**config.mk**
```make
export PLATFORM = sky130hd
export DESIGN_NAME = prio_arbiter_n
export DESIGN_NICKNAME = d
export VERILOG_FILES = /design/src/rtl/prio_arbiter_n.sv
export SDC_FILE = /design/constraint.sdc
export NUM_CORES = 1
export LEC_CHECK = 0
export ABC_AREA = 1
export BUFFER_PORTS_ARGS = -buffer_cell sky130_fd_sc_hd__buf_2
export CAP_MARGIN = 5
export CORE_MARGIN = 1
export CORE_UTILIZATION = 50
export DETAILED_ROUTE_END_ITERATION = 7
export HOLD_SLACK_MARGIN = 0.02
export PLACE_DENSITY = 0.86
export REMOVE_ABC_BUFFERS = 1
export SLEW_MARGIN = 20
export SYNTH_ARGS = -nofsm -noshare
export SYNTH_HDL_FRONTEND = slang
export SYNTH_SLANG_ARGS = --single-unit
export TNS_END_PERCENT = 10
```
**constraint.sdc**
```tcl
create_clock -name clk -period 2.6 [get_ports clk]
set_input_delay 0.26 -clock clk [delete_from_list [all_inputs] [get_ports clk]]
set_output_delay 0.26 -clock clk [all_outputs]
set_load 0.05 [all_outputs]
```
**src/rtl/prio_arbiter_n.sv**
```systemverilog
// N-way request arbiter with registered grant outputs, fixed-priority or
// round-robin selection, hold-until-ack semantics and an optional grant timeout.
module prio_arbiter_n #(
    parameter int N       = 8,
    parameter int IDXW    = $clog2(N),
    parameter int MODE    = 0,
    parameter int TIMEOUT = 0
) (
    input  logic            clk,
    input  logic            rstn,
    input  logic [N-1:0]    req,
    input  logic            ack,
    output logic            valid,
    output logic [IDXW-1:0] grant_idx,
    output logic [N-1:0]    grant_onehot,
    output logic            timeout
);

    typedef enum logic [0:0] {
        ST_IDLE  = 1'b0,
        ST_GRANT = 1'b1
    } state_t;

    state_t          state_q, state_d;
    logic            valid_q, valid_d;
    logic [IDXW-1:0] idx_q, idx_d;
    logic [IDXW-1:0] ptr_q, ptr_d;
    logic [N-1:0]    oh_q, oh_d;
    logic            to_q, to_d;
    logic [IDXW-1:0] nxt_ptr_s;
    logic [IDXW-1:0] arb_ptr_s;
    logic [IDXW-1:0] win_s;
    logic            any_s;
    logic            load_s;
    logic            expire_s;

    // Highest set index wins, matching the legacy 4-to-2 encoder ordering.
    function automatic logic [IDXW-1:0] pick_fixed(input logic [N-1:0] r);
        logic [IDXW-1:0] w;
        w = {IDXW{1'b0}};
        for (int i = 0; i < N; i++) begin
            if (r[i]) begin
                w = IDXW'(i);
            end else begin
                w = w;
            end
        end
        return w;
    endfunction

    function automatic logic [IDXW-1:0] pick_rr(input logic [N-1:0] r, input logic [IDXW-1:0] p);
        logic [IDXW-1:0] w;
        logic            found;
        int              j;
        w     = {IDXW{1'b0}};
        found = 1'b0;
        for (int k = 0; k < N; k++) begin
            j = int'(p) + k;
            if (j >= N) begin
                j = j - N;
            end else begin
                j = j;
            end
            if (!found && r[IDXW'(j)]) begin
                w     = IDXW'(j);
                found = 1'b1;
            end else begin
                found = found;
            end
        end
        return w;
    endfunction

    function automatic logic [N-1:0] to_onehot(input logic [IDXW-1:0] i);
        logic [N-1:0] o;
        o    = {N{1'b0}};
        o[i] = 1'b1;
        return o;
    endfunction

    assign any_s     = |req;
    assign nxt_ptr_s = (idx_q == IDXW'(N - 1)) ? {IDXW{1'b0}} : idx_q + IDXW'(1);
    // A back-to-back re-arbitration must already see the pointer advanced past
    // the grant that is completing in the same cycle.
    assign arb_ptr_s = (state_q == ST_GRANT) ? nxt_ptr_s : ptr_q;

    // Winner selection for the configured mode.
    always_comb begin
        win_s = {IDXW{1'b0}};
        if (MODE == 1) begin
            win_s = pick_rr(req, arb_ptr_s);
        end else begin
            win_s = pick_fixed(req);
        end
    end

    generate
        if (TIMEOUT > 0) begin : g_timeout
            localparam int CW = $clog2(TIMEOUT + 1);
            logic [CW-1:0] cnt_q;

            // Wait counter for the held grant; cleared on every new load.
            always_ff @(posedge clk or negedge rstn) begin
                if (!rstn) begin
                    cnt_q <= {CW{1'b0}};
                end else if (load_s || (state_q != ST_GRANT)) begin
                    cnt_q <= {CW{1'b0}};
                end else if (!ack) begin
                    cnt_q <= cnt_q + CW'(1);
                end else begin
                    cnt_q <= cnt_q;
                end
            end

            assign expire_s = (state_q == ST_GRANT) && !ack && (cnt_q == CW'(TIMEOUT - 1));
        end else begin : g_no_timeout
            assign expire_s = 1'b0;
        end
    endgenerate

    // Next-state and next-output logic; ack takes precedence over expiry.
    always_comb begin
        state_d = state_q;
        valid_d = valid_q;
        idx_d   = idx_q;
        oh_d    = oh_q;
        ptr_d   = ptr_q;
        to_d    = 1'b0;
        load_s  = 1'b0;
        case (state_q)
            ST_IDLE: begin
                if (any_s) begin
                    load_s  = 1'b1;
                    state_d = ST_GRANT;
                    valid_d = 1'b1;
                    idx_d   = win_s;
                    oh_d    = to_onehot(win_s);
                end else begin
                    state_d = ST_IDLE;
                    valid_d = 1'b0;
                    idx_d   = {IDXW{1'b0}};
                    oh_d    = {N{1'b0}};
                end
            end
            ST_GRANT: begin
                if (ack) begin
                    ptr_d = nxt_ptr_s;
                    if (any_s) begin
                        load_s  = 1'b1;
                        state_d = ST_GRANT;
                        valid_d = 1'b1;
                        idx_d   = win_s;
                        oh_d    = to_onehot(win_s);
                    end else begin
                        state_d = ST_IDLE;
                        valid_d = 1'b0;
                        idx_d   = {IDXW{1'b0}};
                        oh_d    = {N{1'b0}};
                    end
                end else if (expire_s) begin
                    ptr_d   = nxt_ptr_s;
                    to_d    = 1'b1;
                    state_d = ST_IDLE;
                    valid_d = 1'b0;
                    idx_d   = {IDXW{1'b0}};
                    oh_d    = {N{1'b0}};
                end else begin
                    state_d = ST_GRANT;
                end
            end
            default: begin
                state_d = ST_IDLE;
                valid_d = 1'b0;
                idx_d   = {IDXW{1'b0}};
                oh_d    = {N{1'b0}};
            end
        endcase
    end

    // State and registered outputs.
    always_ff @(posedge clk or negedge rstn) begin
        if (!rstn) begin
            state_q <= ST_IDLE;
            valid_q <= 1'b0;
            idx_q   <= {IDXW{1'b0}};
            oh_q    <= {N{1'b0}};
            ptr_q   <= {IDXW{1'b0}};
            to_q    <= 1'b0;
        end else begin
            state_q <= state_d;
            valid_q <= valid_d;
            idx_q   <= idx_d;
            oh_q    <= oh_d;
            ptr_q   <= ptr_d;
            to_q    <= to_d;
        end
    end

    assign valid        = valid_q;
    assign grant_idx    = idx_q;
    assign grant_onehot = oh_q;
    assign timeout      = to_q;

endmodule

```
==> run_results.csv <==
group,metric,value,unit
global_route,grt_overflow,0,
routing,drt-initial-drc-count,7,
clock_network,clk_path_buf_depth,2,
floorplan,fp.dieH,38.1,µm
cells_and_area,area_delta_synth_final,22.3,%
cells_and_area,layout_commonest_cell,"nand2_1",
routing,vias,551,
sta,setup_tns,0,ns
sta,clock.fmax,862,MHz
yosys,yosys.area.top_type,"dfrtp_1",
global_route,antenna_found_initial,0,
power_and_ir_drop,power.share.combinational,0.225,
cells_and_area,mostFrequentLayoutCells,"nand2_1, buf_2, dfrtp_1",
yosys,ys_types,21,
worst_setup_path,cp_data_arrival_time,0.90,ns
power_and_ir_drop,seq_power_share,0.493,
clock_network,numCtsBuffers,3,
place,place_area,761,µm²
yosys,syn_inst,77,
power_and_ir_drop,powerDensity,551,nW/µm²
routing,wl,1.21,mm
min_path,hold_path.class,"input pin to flip-flop",
sta,final_hold_viol_count,0,
worst_setup_path,path_cells,"buf_2",
power_and_ir_drop,p_leak,0.448,nW
worst_setup_path,critPathMaxFanout,2,
floorplan,core_area,1160,µm²
sta,setup_viol,0,
floorplan,fp.dieW,38.1,µm
routing,drc_errors,0,
cells_and_area,fin_util,0.689,
routing,firstDrtPassIters,4,
cells_and_area,diodes,0,
global_route,grt_pass1_vias,441,
worst_setup_path,slowest_stage,"dfrtp_1",
cells_and_area,fin_area,797,µm²
flow_run,drv_cap,0,
worst_setup_path,path_class,"flip-flop to output pin",
floorplan,die-area,1450,µm²
power_and_ir_drop,irDropWorstVdd,376,µV
cells_and_area,final_nets,114,
sta,maxSlewViolCount,0,
sta,timing.final.crit_share,0.446,
place,place.gp.congestion,0.865,
clock_network,clockRootBuffer,"clkbuf_4",
yosys,netlist_area,652,µm²
power_and_ir_drop,power.switching,0.143,mW
sta,rsz0062_at_grt,"false",
global_route,grt_pass1_wl,1.90,mm
routing,wl_per_cell,10.4,µm
worst_setup_path,cp_num_buf_inv,1,
global_route,grtUsageTotal,0.207,
clock_network,clk_latency,0.27,ns
worst_setup_path,required,2.34,ns
power_and_ir_drop,p_int,0.296,mW
cells_and_area,layout-drive-gt1-share,0.353,
place,dpl.hpwl,943,µm
clock_network,path_clk_slew,0.08,ns
clock_network,ctsHtreeMaxLevel,1,
clock_network,cts_tree,"done",
power_and_ir_drop,clockPowerShare,0.282,
place,io_buffers,22,
global_route,grt_max_degree,20,
yosys,avgSynthCellArea,8.47,µm²
sta,finalClockSkew,0.00116,ns
yosys,synth_top_area_frac,0.499,
place,place_ws,1.55,ns
worst_setup_path,slowest_delay,0.35,ns
routing,viasPerCell,4.75,
routing,ant_nets,0,
worst_setup_path,crit_family,"flip-flops",
worst_setup_path,worstSetupEndpointType,"output pin",
outcome,status,"completed",
sta,setup_ws,1.44,ns
worst_setup_path,cp-start-kind,"flip-flop",
yosys,yosysSeqAreaShare,0.499,
clock_network,cts_num_sinks,13,
yosys,ys_warn_count,0,
sta,period_minus_slack,1.16,ns
power_and_ir_drop,swShare,0.326,
floorplan,io_pins,24,
yosys,synth_area_leaders,"dfrtp_1, nand2_1, inv_1, nor2_4, nor2_8",
yosys,ys_ff_latch,13,
floorplan,initial_utilization,0.564,
floorplan,rows,12,
## path summary, 6_finish.rpt
kind | startpoint | endpoint | slack [ns] | cells past startpoint
setup / recovery | grant_onehot[3]$_DFFE_PN0P_ | grant_onehot[3] | 1.44 | 1
hold / removal | req[0] | state_q$_DFF_PN0_ | 0.25 | 3
setup reg to reg | state_q$_DFF_PN0_ | grant_idx[2]$_DFFE_PN0P_ | 1.56 | 5
hold reg to reg | grant_onehot[4]$_DFFE_PN0P_ | grant_onehot[4]$_DFFE_PN0P_ | 0.48 | 2
max in group asynchronous | rstn | grant_onehot[0]$_DFFE_PN0P_ | 2.00 | 2
min in group asynchronous | rstn | state_q$_DFF_PN0_ | 0.39 | 2
## registers in the layout, indices dropped and copies added, names as in the netlist
name,count
grant_onehot,8
grant_idx,3
state_q,1
valid,1
## per-stage QoR
stage          power (mW)  hold slack (ns)  std cells
2_1_floorplan       0.287          -0.0356         75
3_3_place_gp        0.317            0.153        111
3_5_place_dp        0.319            0.158        111
4_1_cts             0.442            0.250        116
5_1_grt             0.459            0.282        116
6_report            0.439            0.249        116
## synth_stat cells
cell type	n
nand2_1	28
dfrtp_1	13
inv_1	7
nor2_1	4
o21ai_1	3
inv_2	2
nand2_2	2
nand3_1	2
nand4_1	2
nor2_4	2
nor3_2	2
a21oi_1	1
a31oi_1	1
buf_4	1
buf_6	1
conb_1	1
nand3_2	1
nor2_2	1
nor2_8	1
nor3_1	1
o21ai_0	1
## layer usage
metal,up-vias,global-route usage,part of all wire
li1,288,-,-
met1,240,0.281,0.47
met2,19,0.275,0.45
met3,4,0.0523,0.053
met4,0,0.161,0.028
met5,-,0,0
## power groups by stage
stage          combinational, mW  sequential, mW  clock [mW]
5_1_grt                    0.107           0.218       0.134
6_report                  0.0988           0.217       0.124
2_1_floorplan             0.0310           0.256           0
3_5_place_dp              0.0986           0.221           0
3_3_place_gp              0.0965           0.220           0
4_1_cts                   0.0997           0.217       0.125
## area by class of cell
cell class | count | area (µm²)
fillers | 103 | 359
well taps | 14 | 17.5
multi-input cells | 53 | 274
inverters | 9 | 33.8
repair buffers | 23 | 120
clock buffers | 4 | 26.3
flip-flops and latches | 13 | 325
## timing repair
action,CTS,global route
gates resized for setup,0,0
setup buffers,0,0
hold endpoints to repair,13,0
hold buffers,1,0
## kinds of logic (layout without fill, tap and decap cells)
logic type,after synthesis,in the layout,synth area share
and+or+nand+nor,46,46,0.367
DFF,13,13,0.499
other,1,1,0.00575
AOI/OAI and AO/OA,6,6,0.0480
buffers and inverters,11,36,0.0806
No activity file was read; power rests on OpenSTA's default activity.
